### config.mk
export PLATFORM = sky130hd
export DESIGN_NAME = frame_sequencer
export DESIGN_NICKNAME = d
export VERILOG_FILES = /design/src/rtl/frame_sequencer.sv
export SDC_FILE = /design/constraint.sdc
export NUM_CORES = 1
export LEC_CHECK = 0
export BUFFER_PORTS_ARGS = -buffer_cell sky130_fd_sc_hd__buf_2
export CAP_MARGIN = 20
export CORE_UTILIZATION = 45
export DETAILED_ROUTE_END_ITERATION = 10
export GPL_TIMING_DRIVEN = 0
export PLACE_DENSITY_LB_ADDON = 0.05
export SKIP_LAST_GASP = 1
export SLEW_MARGIN = 10
export SYNTH_ARGS = -nofsm -noshare
export SYNTH_HDL_FRONTEND = slang
export SYNTH_SLANG_ARGS = --single-unit
export TNS_END_PERCENT = 50
### constraint.sdc
create_clock -name clk -period 3.2 [get_ports clk]
set_input_delay 0 -clock clk [delete_from_list [all_inputs] [get_ports clk]]
set_output_delay 0 -clock clk [all_outputs]
set_load 0.05 [all_outputs]
### src/rtl/frame_sequencer.sv
// Frame-level sequencer for the HUB75 path: LED-domain tick, driver reset/go sequencing,
// continuous or one-shot refresh with frame gap, done-watchdog and front/back bank swap.
module frame_sequencer #(
  parameter int CLOCK_DIV_FACTOR = 1,
  parameter int RST_TICKS        = 2,
  parameter int FRAME_GAP        = 0,
  parameter int ONE_SHOT         = 0,
  parameter int TIMEOUT_TICKS    = 4096,
  parameter int FRAME_CNT_W      = 16
) (
  input  logic                   clk,
  input  logic                   rst,
  input  logic                   enable,
  input  logic                   drv_done,
  input  logic                   swap_req,
  output logic                   tick,
  output logic                   drv_rst,
  output logic                   drv_go,
  output logic                   front_bank,
  output logic                   swap_ack,
  output logic [FRAME_CNT_W-1:0] frame_count,
  output logic                   timeout_err
);

  typedef enum logic [2:0] {S_IDLE, S_RESET, S_GO, S_WAIT, S_GAP, S_HALT} state_t;

  localparam int DIV_W   = (CLOCK_DIV_FACTOR > 1) ? $clog2(CLOCK_DIV_FACTOR) : 1;
  localparam int PH_MAX0 = (RST_TICKS > FRAME_GAP) ? RST_TICKS : FRAME_GAP;
  localparam int PH_MAX  = (PH_MAX0 > TIMEOUT_TICKS) ? PH_MAX0 : TIMEOUT_TICKS;
  localparam int PH_W    = $clog2(PH_MAX + 1);

  localparam logic [DIV_W-1:0] DIV_LAST = DIV_W'(CLOCK_DIV_FACTOR - 1);
  localparam logic [PH_W-1:0]  RST_LAST = PH_W'(RST_TICKS - 1);
  localparam logic [PH_W-1:0]  GAP_LAST = PH_W'((FRAME_GAP > 0) ? FRAME_GAP - 1 : 0);
  localparam logic [PH_W-1:0]  WD_LAST  = PH_W'(TIMEOUT_TICKS - 1);

  state_t           state, state_nxt;
  logic [DIV_W-1:0] div_cnt, div_nxt;
  logic [PH_W-1:0]  ph_cnt;
  logic             tick_nxt, go_nxt, drst_nxt;
  logic             frame_done, wd_fire;
  logic             swap_pending, swap_blk, swap_want, do_swap;

  always_ff @(posedge clk) begin
    if (rst) state <= S_IDLE;
    else     state <= state_nxt;
  end

  // every transition except IDLE entry/exit is qualified by the registered tick
  always_comb begin
    state_nxt  = state;
    frame_done = 1'b0;
    wd_fire    = 1'b0;
    if (!enable) state_nxt = S_IDLE;
    else begin
      case (state)
        S_IDLE:  state_nxt = S_RESET;
        S_RESET: if (tick && ph_cnt == RST_LAST) state_nxt = S_GO;
        S_GO:    if (tick) state_nxt = S_WAIT;
        S_WAIT: begin
          if (tick) begin
            if (drv_done) begin
              frame_done = 1'b1;
              if (ONE_SHOT != 0)     state_nxt = S_HALT;
              else if (FRAME_GAP > 0) state_nxt = S_GAP;
              else                    state_nxt = S_GO;
            end else if (ph_cnt == WD_LAST) begin
              wd_fire   = 1'b1;
              state_nxt = S_RESET;
            end
          end
        end
        S_GAP:   if (tick && ph_cnt == GAP_LAST) state_nxt = S_GO;
        S_HALT:  state_nxt = S_HALT;
        default: state_nxt = S_IDLE;
      endcase
    end
  end

  always_comb begin
    if (state_nxt == S_IDLE || state == S_IDLE) div_nxt = '0;
    else if (div_cnt == DIV_LAST)               div_nxt = '0;
    else                                        div_nxt = div_cnt + 1'b1;
    tick_nxt  = (state_nxt != S_IDLE) && (div_nxt == DIV_LAST);
    go_nxt    = (state_nxt == S_GO) && tick_nxt;
    drst_nxt  = (state_nxt == S_IDLE) || (state_nxt == S_RESET);
    // after an ack the request is ignored until the writer drops it
    swap_want = swap_req && !swap_ack && !swap_blk;
    do_swap   = frame_done && (swap_pending || swap_want);
  end

  always_ff @(posedge clk) begin
    if (rst) begin
      div_cnt      <= '0;
      ph_cnt       <= '0;
      tick         <= 1'b0;
      drv_rst      <= 1'b1;
      drv_go       <= 1'b0;
      front_bank   <= 1'b0;
      swap_ack     <= 1'b0;
      swap_pending <= 1'b0;
      swap_blk     <= 1'b0;
      frame_count  <= '0;
      timeout_err  <= 1'b0;
    end else begin
      div_cnt      <= div_nxt;
      tick         <= tick_nxt;
      drv_go       <= go_nxt;
      drv_rst      <= drst_nxt;
      swap_ack     <= do_swap;
      swap_pending <= do_swap ? 1'b0 : (swap_pending | swap_want);
      swap_blk     <= do_swap ? 1'b1 : (swap_req & swap_blk);
      if (do_swap)    front_bank  <= ~front_bank;
      if (frame_done) frame_count <= frame_count + 1'b1;
      timeout_err  <= enable & (timeout_err | wd_fire);
      if (state_nxt != state) ph_cnt <= '0;
      else if (tick)          ph_cnt <= ph_cnt + 1'b1;
    end
  end

endmodule

# Word level (Yosys, flattened, before mapping)

Cells that the tools add are included.

Bits in registers: 41
Input bits: 5
Output and inout port bits: 22

$add $sub $neg: 3
Equality and inequality tests: 10
Multiplexer cells: 20
Bitwise logic cells: 6
Reductions and logical operators: 18

Operators with widths:

| kind                    | number |
|---|---|
| $mux W3                 | 7 |
| $pmux W3 S6             | 1 |
| $add A16 B1 Y16 const B | 1 |
| $add A13 B1 Y13 const B | 1 |
| $eq A13 B1 Y1 const B   | 1 |
| $eq A13 B12 Y1 const B  | 1 |
| $logic_not A13 Y1       | 1 |
| $mux W1                 | 12 |
| $eq A3 B2 Y1 const B    | 3 |
| $logic_and A1 B1 Y1     | 7 |
| $eq A3 B1 Y1 const B    | 2 |
| $eq A3 B3 Y1 const B    | 2 |
| $logic_not A3 Y1        | 2 |
| $reduce_or A2 Y1        | 2 |
| $logic_or A1 B1 Y1      | 3 |
| $ne A3 B3 Y1            | 1 |
| $reduce_bool A3 Y1      | 1 |
| $and A1 B1 Y1           | 2 |
| $logic_not A1 Y1        | 2 |
| $not A1 Y1              | 2 |
| $or A1 B1 Y1            | 2 |
| $add A1 B1 Y1 const B   | 1 |

# Longest topological paths before layout

Gate-level depths: netlist of the first run.

Word-level depth: 12
Depth in mapped cells: 7

# Worst setup path before layout of the first run

No wires, ideal clock.

Kind: register -> register
Start: register frame_count[3]
End: register frame_count[15]
Setup time: 121 ps
Arrival time: 2103 ps
Path slack: 977 ps
Cell stages (with the launch flop): 7
Path buffers: 2
Period minus slack after synthesis: 2223 ps
Cell sequence: dfxtp_1 nand4_1 or2_2 clkbuf_1 clkbuf_1 nor4_1 mux2_2

Word-level cells in the longest chain between the ends: 1

Ends and longest elaborated chain:

| item                   | line | RTL |
|---|---|---|
| from (decl)            | 21   | `output logic [FRAME_CNT_W-1:0] frame_count,` |
| from (signal assigned) | 114  | `if (frame_done) frame_count <= frame_count + 1'b1;` |
| $add A16 B1 Y16        | 114  |  |

Every way passes these cells.
A chain may end at the register's enable or synchronous reset.

# Final worst setup path of the first run

Start: register ph_cnt[0]
End: register ph_cnt[3]

Word-level cells in the longest chain between the ends: 8
Elaborated cells on any way between the ends: 15

Ends and longest elaborated chain:

| item                       | line | RTL |
|---|---|---|
| from (decl)                | 39   | `logic [PH_W-1:0] ph_cnt;` |
| from (signal assigned)     | 117  | `else if (tick) ph_cnt <= ph_cnt + 1'b1;` |
| $eq A13 B12 Y1             | 67   | `end else if (ph_cnt == WD_LAST) begin` |
| $mux W3                    | 67   |  |
| $mux W3                    | 62   | `if (drv_done) begin` |
| $mux W3                    | 61   | `if (tick) begin` |
| $pmux W3 S6                | 56   | `case (state)` |
| $mux W3                    | 54   | `if (!enable) state_nxt = S_IDLE;` |
| $ne A3 B3 Y1               | 116  | `if (state_nxt != state) ph_cnt <= '0;` |
| $reduce_or A2 Y1 (no line) | --   |  |

Parallel ways exist; a longest one is shown, timed or not.

==> flow_metrics.py, run 1 <==
metrics = {
    "critical_path": {
        "slowest_delay_ns": 0.55,
        "reg2reg_to": "ph_cnt[3]",
        "r2r_start": "ph_cnt[0]",
        "rrSetupSlack_ns": 1.02,
        "start_kind": "register",
        "end_kind": "register",
        "crit_chain": "ha_1, nand4_1, nor4_1, nand3b_1, buf_2, a2111oi_0",
        "crit_start": "ph_cnt[0]",
        "path_depth": 6,
        "critPathSlowestCell": "nor4_1",
        "crit_arrival_ns": 2.34,
        "path_max_fanout": 10,
        "reg2reg_depth": 6,
        "cp_num_buf_inv": 1,
        "cp.required_ns": 3.36,
        "critPathTopFamily": "simple AND/OR/NAND/NOR gates",
        "critPathKind": "register to register",
    },
    "floorplan": {
        "rows": 24,
        "die_area_um2": 4800,
        "die_h_um": 69.3,
        "fp.dieW_um": 69.3,
        "fp.coreArea_um2": 4350,
        "io_pins": 27,
        "start_util_pct": 46.8,
    },
    "flow_run": {
        "drv_cap": 0,
    },
    "global_route": {
        "antenna_found_initial": 0,
        "grt_pass1_vias": 1645,
        "grt.overflow.total": 0,
        "grt_pass1_wl_um": 7740,
        "grt.total_usage_pct": 19.8,
        "grt_max_degree": 13,
    },
    "power": {
        "power_density_nw_per_um2": 379,
        "p_leak_nw": 0.806,
        "ir_drop_uv": 345,
        "total_power_mw": 0.880,
    },
    "routing": {
        "wirelength_um": 4460,
        "num_vias": 1821,
        "dr.pass1.iters": 4,
        "wl_per_cell_um": 14.2,
        "drt-initial-drc-count": 71,
        "vias_per_cell": 5.80,
        "drc": 0,
        "ant_nets": 0,
    },
    "timing": {
        "maxSlewViolCount": 0,
        "finalCriticalPeriod_ns": 2.18,
        "slew_headroom_pct": 63.4,
        "fmax_mhz": 459,
        "min_period_over_period_pct": 68.2,
        "setup_violations": 0,
        "finalHoldViolations": 0,
        "fin_setup_tns_ns": 0,
        "worst_pin_slew_ns": 0.544,
        "rsz0062_at_grt": "false",
        "fin_ws_ns": 1.02,
        "hold_ws_ns": 0.0952,
        "clock_skew_ns": 0.00824,
    },
    "finish": {
        "nets": 271,
        "fillCellCount": 418,
        "final_cell_count_no_fill": 314,
        "regArea_um2": 801,
        "final_area_um2": 2320,
        "syn_to_final_growth_pct": 14.1,
        "multi_input_area_um2": 1120,
        "antenna_cells": 0,
        "drive_above_1_share_pct": 17.9,
        "fin_util_pct": 53.3,
    },
    "place": {
        "dp_cells": 306,
        "gp_congestion": 0.885,
        "hpwl_um": 3130,
        "place_ws_ns": 1.01,
        "port_buffers": 26,
        "placement.cell_area_um2": 2230,
    },
    "clocking": {
        "cts_tree": "yes",
        "cts.sinks": 40,
        "clk_pin_slew_ns": 0.08,
        "h-tree-depth": 2,
        "numCtsBuffers": 5,
        "cts-resized-gates": 0,
        "root_buffer": "clkbuf_8",
        "clkLatencyLatePin_ns": 0.30,
        "max-clock-path-buffers": 2,
    },
    "logic_synthesis": {
        "mappedNetlistArea_um2": 2040,
        "yosysWarnings": 0,
        "yosys.area_share.simple_pct": 25.5,
        "synth-async-reset-ratio_pct": 0,
        "synth_fp_nets": 237,
        "synth_compound_area_share_pct": 17.9,
        "synth-edff-count": 0,
        "synthFlopType": "dfxtp_1",
        "synthAdderAreaFrac_pct": 2.46,
        "netlist_instances": 228,
        "ys_seq_area_share_pct": 39.3,
        "synth_xor_xnor_area_share_pct": 8.17,
        "ys_types": 46,
        "syn_avg_cell_area_um2": 8.93,
        "synth_top_family_by_area": "simple AND/OR/NAND/NOR gates",
        "yosys_register_bits": 40,
        "synthMuxAreaShare_pct": 1.04,
    },
    "run_status": {
        "status": "finished, final reports clean",
    },
    "worst_hold_path": {
        "hold_depth": 3,
        "hold_class": "primary input to register",
        "worstHoldStart": "rst",
        "min_to": "frame_count[15]",
    },
}
[placed cells by master, fill, tap and decap left out, types with 2 or more instances in the layout]
cell	Yosys	routed
o21ai_0	5	5
or4_1	7	7
nor4_1	11	11
xnor2_1	14	14
xor2_1	5	5
clkbuf_8	0	5
nand4_1	9	9
ha_1	4	4
nand2_1	9	9
buf_2	4	30
nand2b_1	2	2
nor2b_1	4	4
buf_6	2	2
and3_1	3	3
inv_1	12	12
nor3_1	5	5
o211ai_1	2	2
a2111oi_0	14	14
dfxtp_1	40	40
nor2_1	16	16
and4_1	2	2
o31ai_1	8	8
a21oi_1	16	16
nand3_1	5	5
clkbuf_1	7	7
[flip-flops by register name, summed over array words and instances, names as in the netlist]
| name | count |
|---|---|
| frame_count | 16 |
| tick | 1 |
| swap_pending | 1 |
| ph_cnt | 13 |
| front_bank | 1 |
| drv_go | 1 |
| swap_blk | 1 |
| timeout_err | 1 |
| drv_rst | 1 |
| swap_ack | 1 |
| state | 3 |
[cells by family after synthesis]
| kind of cell | count (synthesis) |
|---|---|
| AND/OR/NAND/NOR | 86 |
| XOR/XNOR | 19 |
| multiplexers | 2 |
| adder cells (fa/ha/maj) | 4 |
| AO/OA/AOI/OAI | 52 |
| flip-flops | 40 |
| buffers and inverters | 25 |
[layout make-up]
class                           count  area share [%]
Sequential cell                    40            34.5
Buffer                             13            2.96
Timing Repair Buffer               27            6.03
Multi-Input combinational cell    163            48.3
Clock buffer                        5            2.96
Inverter                           12            1.94
Clock inverter                      2           0.539
Tap cell                           52            2.80
[worst max-delay path by stage]
stage,to
floorplan,frame_count[15]
global placement,ph_cnt[6]
detailed placement,ph_cnt[8]
CTS,ph_cnt[6]
global route,ph_cnt[4]
finish,ph_cnt[3]
[synthesized netlist by cell type (3+ instances only)]
library cell | number | area (um^2)
nor4_1 | 11 | 68.8
dfxtp_1 | 40 | 801
nor2b_1 | 4 | 25.0
xnor2_1 | 14 | 123
inv_1 | 12 | 45.0
nor2_1 | 16 | 60.1
nand2_1 | 9 | 33.8
nor3_1 | 5 | 25.0
o21ai_0 | 5 | 25.0
buf_2 | 4 | 20.0
ha_1 | 4 | 50.1
xor2_1 | 5 | 43.8
a2111oi_0 | 14 | 123
a21oi_1 | 16 | 80.1
o31ai_1 | 8 | 60.1
nand4_1 | 9 | 56.3
or4_1 | 7 | 52.6
clkbuf_1 | 7 | 26.3
nand3_1 | 5 | 25.0
and3_1 | 3 | 18.8
[worst min-delay path: stages]
cell	delay, ns
buf_2	0.14
nor2_1	0.08
mux2_2	0.14
[repair_timing]
action,in CTS,in global routing
hold endpoints to repair,1,0
hold buffers,1,0
setup buffers,0,0
[power by group]
group,internal [mW],total [mW],switching [mW],leakage (nW)
clock network,0.148,0.327,0.179,0.0400
registers,0.500,0.505,0.00464,0.323
logic,0.0158,0.0476,0.0318,0.443
[per-layer routing]
layer / track usage (%) / vias to the layer above / part of all wire, %
li1: - / 923 / -
met5: 0 / - / 0
met1: 26.9 / 854 / 49
met2: 31.1 / 38 / 46
met4: 8.16 / 0 / 1.5
met3: 3.63 / 6 / 3.5
Power figures use the tool's default switching activity.
==> inputs of run 2 (changes only) <==
Clock period 3.2 ns to 2.1 ns, I/O delays scaled along.
==> run 2 against run 1 <==
Against the previous run:
- maximum frequency up 10%
- cell count up 1.3%
- combinational power up 63%
- critical endpoint is now frame_count[15]
- highest routed layer unchanged
==> flow_metrics.py, run 2 (same netlist as run 1, synthesis figures left out) <==
metrics = {
    "clocking": {
        "h-tree-depth": 2,
        "root_buffer": "clkbuf_8",
        "cts_tree": "yes",
        "clkLatencyLatePin_ns": 0.30,
        "clk_pin_slew_ns": 0.08,
        "max-clock-path-buffers": 2,
        "numCtsBuffers": 5,
        "cts.sinks": 40,
    },
    "timing": {
        "fmax_mhz": 505,
        "setup_violations": 0,
        "clock_skew_ns": 0.00704,
        "rsz0062_at_grt": "true",
        "finalCriticalPeriod_ns": 1.98,
        "fin_ws_ns": 0.118,
        "maxSlewViolCount": 0,
        "min_period_over_period_pct": 94.4,
        "finalHoldViolations": 0,
        "hold_ws_ns": 0.0921,
        "worst_pin_slew_ns": 0.515,
        "fin_setup_tns_ns": 0,
        "slew_headroom_pct": 65.7,
    },
    "routing": {
        "ant_nets": 0,
        "dr.pass1.iters": 5,
        "vias_per_cell": 5.75,
        "wl_per_cell_um": 13.8,
        "num_vias": 1829,
        "drt-initial-drc-count": 107,
        "drc": 0,
        "wirelength_um": 4400,
    },
    "power": {
        "total_power_mw": 1.40,
        "seqPwrFrac_pct": 54.9,
        "p_comb_share_pct": 5.5,
        "p_switching_mw": 0.346,
        "ir_drop_uv": 537,
        "p_int_mw": 1.05,
        "netSwitchingFraction_pct": 24.7,
        "power.share.clock_pct": 39.5,
        "p_leak_nw": 0.860,
        "power_density_nw_per_um2": 574,
    },
    "global_route": {
        "grt_max_degree": 14,
        "grt.total_usage_pct": 19.2,
        "grt.overflow.total": 0,
        "grt_pass1_wl_um": 7540,
        "antenna_found_initial": 0,
        "grt_pass1_vias": 1636,
    },
    "finish": {
        "final_cell_mix": "dfxtp_1 (34), buf_2 (30), nor2_1 (16), a21oi_1 (16), xnor2_1 (14)",
        "top_register": "frame_count",
        "antenna_cells": 0,
        "drive_above_1_share_pct": 25.9,
        "final_area_um2": 2440,
        "fin_util_pct": 56.0,
        "syn_to_final_growth_pct": 19.8,
        "top_regs": "frame_count x16, ph_cnt x13, state x3",
        "nets": 274,
        "final_cell_count_no_fill": 318,
        "fillCellCount": 407,
        "layout.cells.most_common": "dfxtp_1",
        "largest_reg_flops": 16,
    },
    "flow_run": {
        "drv_cap": 0,
    },
    "floorplan": {
        "fp.coreArea_um2": 4350,
        "io_pins": 27,
        "start_util_pct": 46.8,
        "fp.dieW_um": 69.3,
        "die_area_um2": 4800,
        "rows": 24,
        "die_h_um": 69.3,
    },
    "place": {
        "port_buffers": 26,
        "dp_cells": 306,
        "place_ws_ns": -0.00107,
        "placement.cell_area_um2": 2240,
        "gp_congestion": 0.936,
        "hpwl_um": 3100,
    },
    "critical_path": {
        "rrSetupSlack_ns": 0.12,
        "cp.required_ns": 2.29,
        "critPathTopFamily": "simple AND/OR/NAND/NOR gates",
        "path_max_fanout": 10,
        "crit_arrival_ns": 2.18,
        "cp_num_buf_inv": 2,
        "slowest_delay_ns": 0.38,
        "critPathSlowestCell": "dfxtp_2",
        "critPathKind": "register to register",
        "start_kind": "register",
        "end_kind": "register",
        "crit_chain": "nand4_1, or2_2, clkbuf_1, clkbuf_2, nor4_1, mux2_2",
    },
    "run_status": {
        "status": "finished, final reports clean",
    },
    "worst_hold_path": {
        "hold_class": "primary input to register",
    },
}
-- run 2: cell count changes in the layout (fill, tap and decap cells not counted), sizes merged --
cell	delta
buf	+3
clkbuf	+1
clkinv	-1
clkinvlp	+1
-- run 2: power by group through the flow --
| stage | logic, mW | registers, mW | clock network, mW |
|---|---|---|---|
| after floorplan | 0.0431 | 0.790 | 0 |
| after global placement | 0.0704 | 0.788 | 0 |
| after detailed placement | 0.0699 | 0.788 | 0 |
| after CTS | 0.0717 | 0.770 | 0.568 |
| after global routing | 0.0845 | 0.771 | 0.598 |
| final | 0.0775 | 0.770 | 0.554 |
-- run 2: worst reg2reg max path: cells and delay by family (launching register included) --
kind | cells | cell delay, ns
buffers and inverters | 2 | 0.39
DFF | 1 | 0.38
muxes | 1 | 0.37
and+or+nand+nor | 3 | 0.74
-- run 2: path summary, 6_finish.rpt --
check                                     from              end  cells past startpoint
worst max register to register  frame_count[3]  frame_count[15]                      6
worst min register to register     timeout_err      timeout_err                      2
worst min-delay path                       rst  frame_count[15]                      3
worst max-delay path            frame_count[3]  frame_count[15]                      6
-- run 2: area by class of cell --
type / count / area [um^2] / share of cell area [%]
Clock buffer: 6 / 82.6 / 3.39
Timing Repair Buffer: 30 / 163 / 6.67
Inverter: 12 / 45.0 / 1.85
Sequential cell: 40 / 808 / 33.1
Tap cell: 52 / 65.1 / 2.67
Multi-Input combinational cell: 163 / 1190 / 48.6
Clock inverter: 2 / 15.0 / 0.616
Buffer: 13 / 73.8 / 3.03
-- run 2: metal layers --
| layer | global-route usage [%] | vias to the layer above | part of all wire (%) |
|---|---|---|---|
| met5 | 0 | - | 0 |
| met4 | 8.39 | 0 | 1.0 |
| met3 | 4.65 | 4 | 4.7 |
| met2 | 29.1 | 43 | 46 |
| met1 | 25.8 | 856 | 48 |
| li1 | - | 926 | - |
-- run 2: timing repair --
| item | CTS | global route |
|---|---|---|
| setup endpoints to repair | 5 | 12 |
| resized for setup | 1 | 26 |
| hold buffers | 1 | 0 |
| buffers inserted | 0 | 3 |
| pin swaps | 0 | 2 |
| hold endpoints to repair | 1 | 0 |
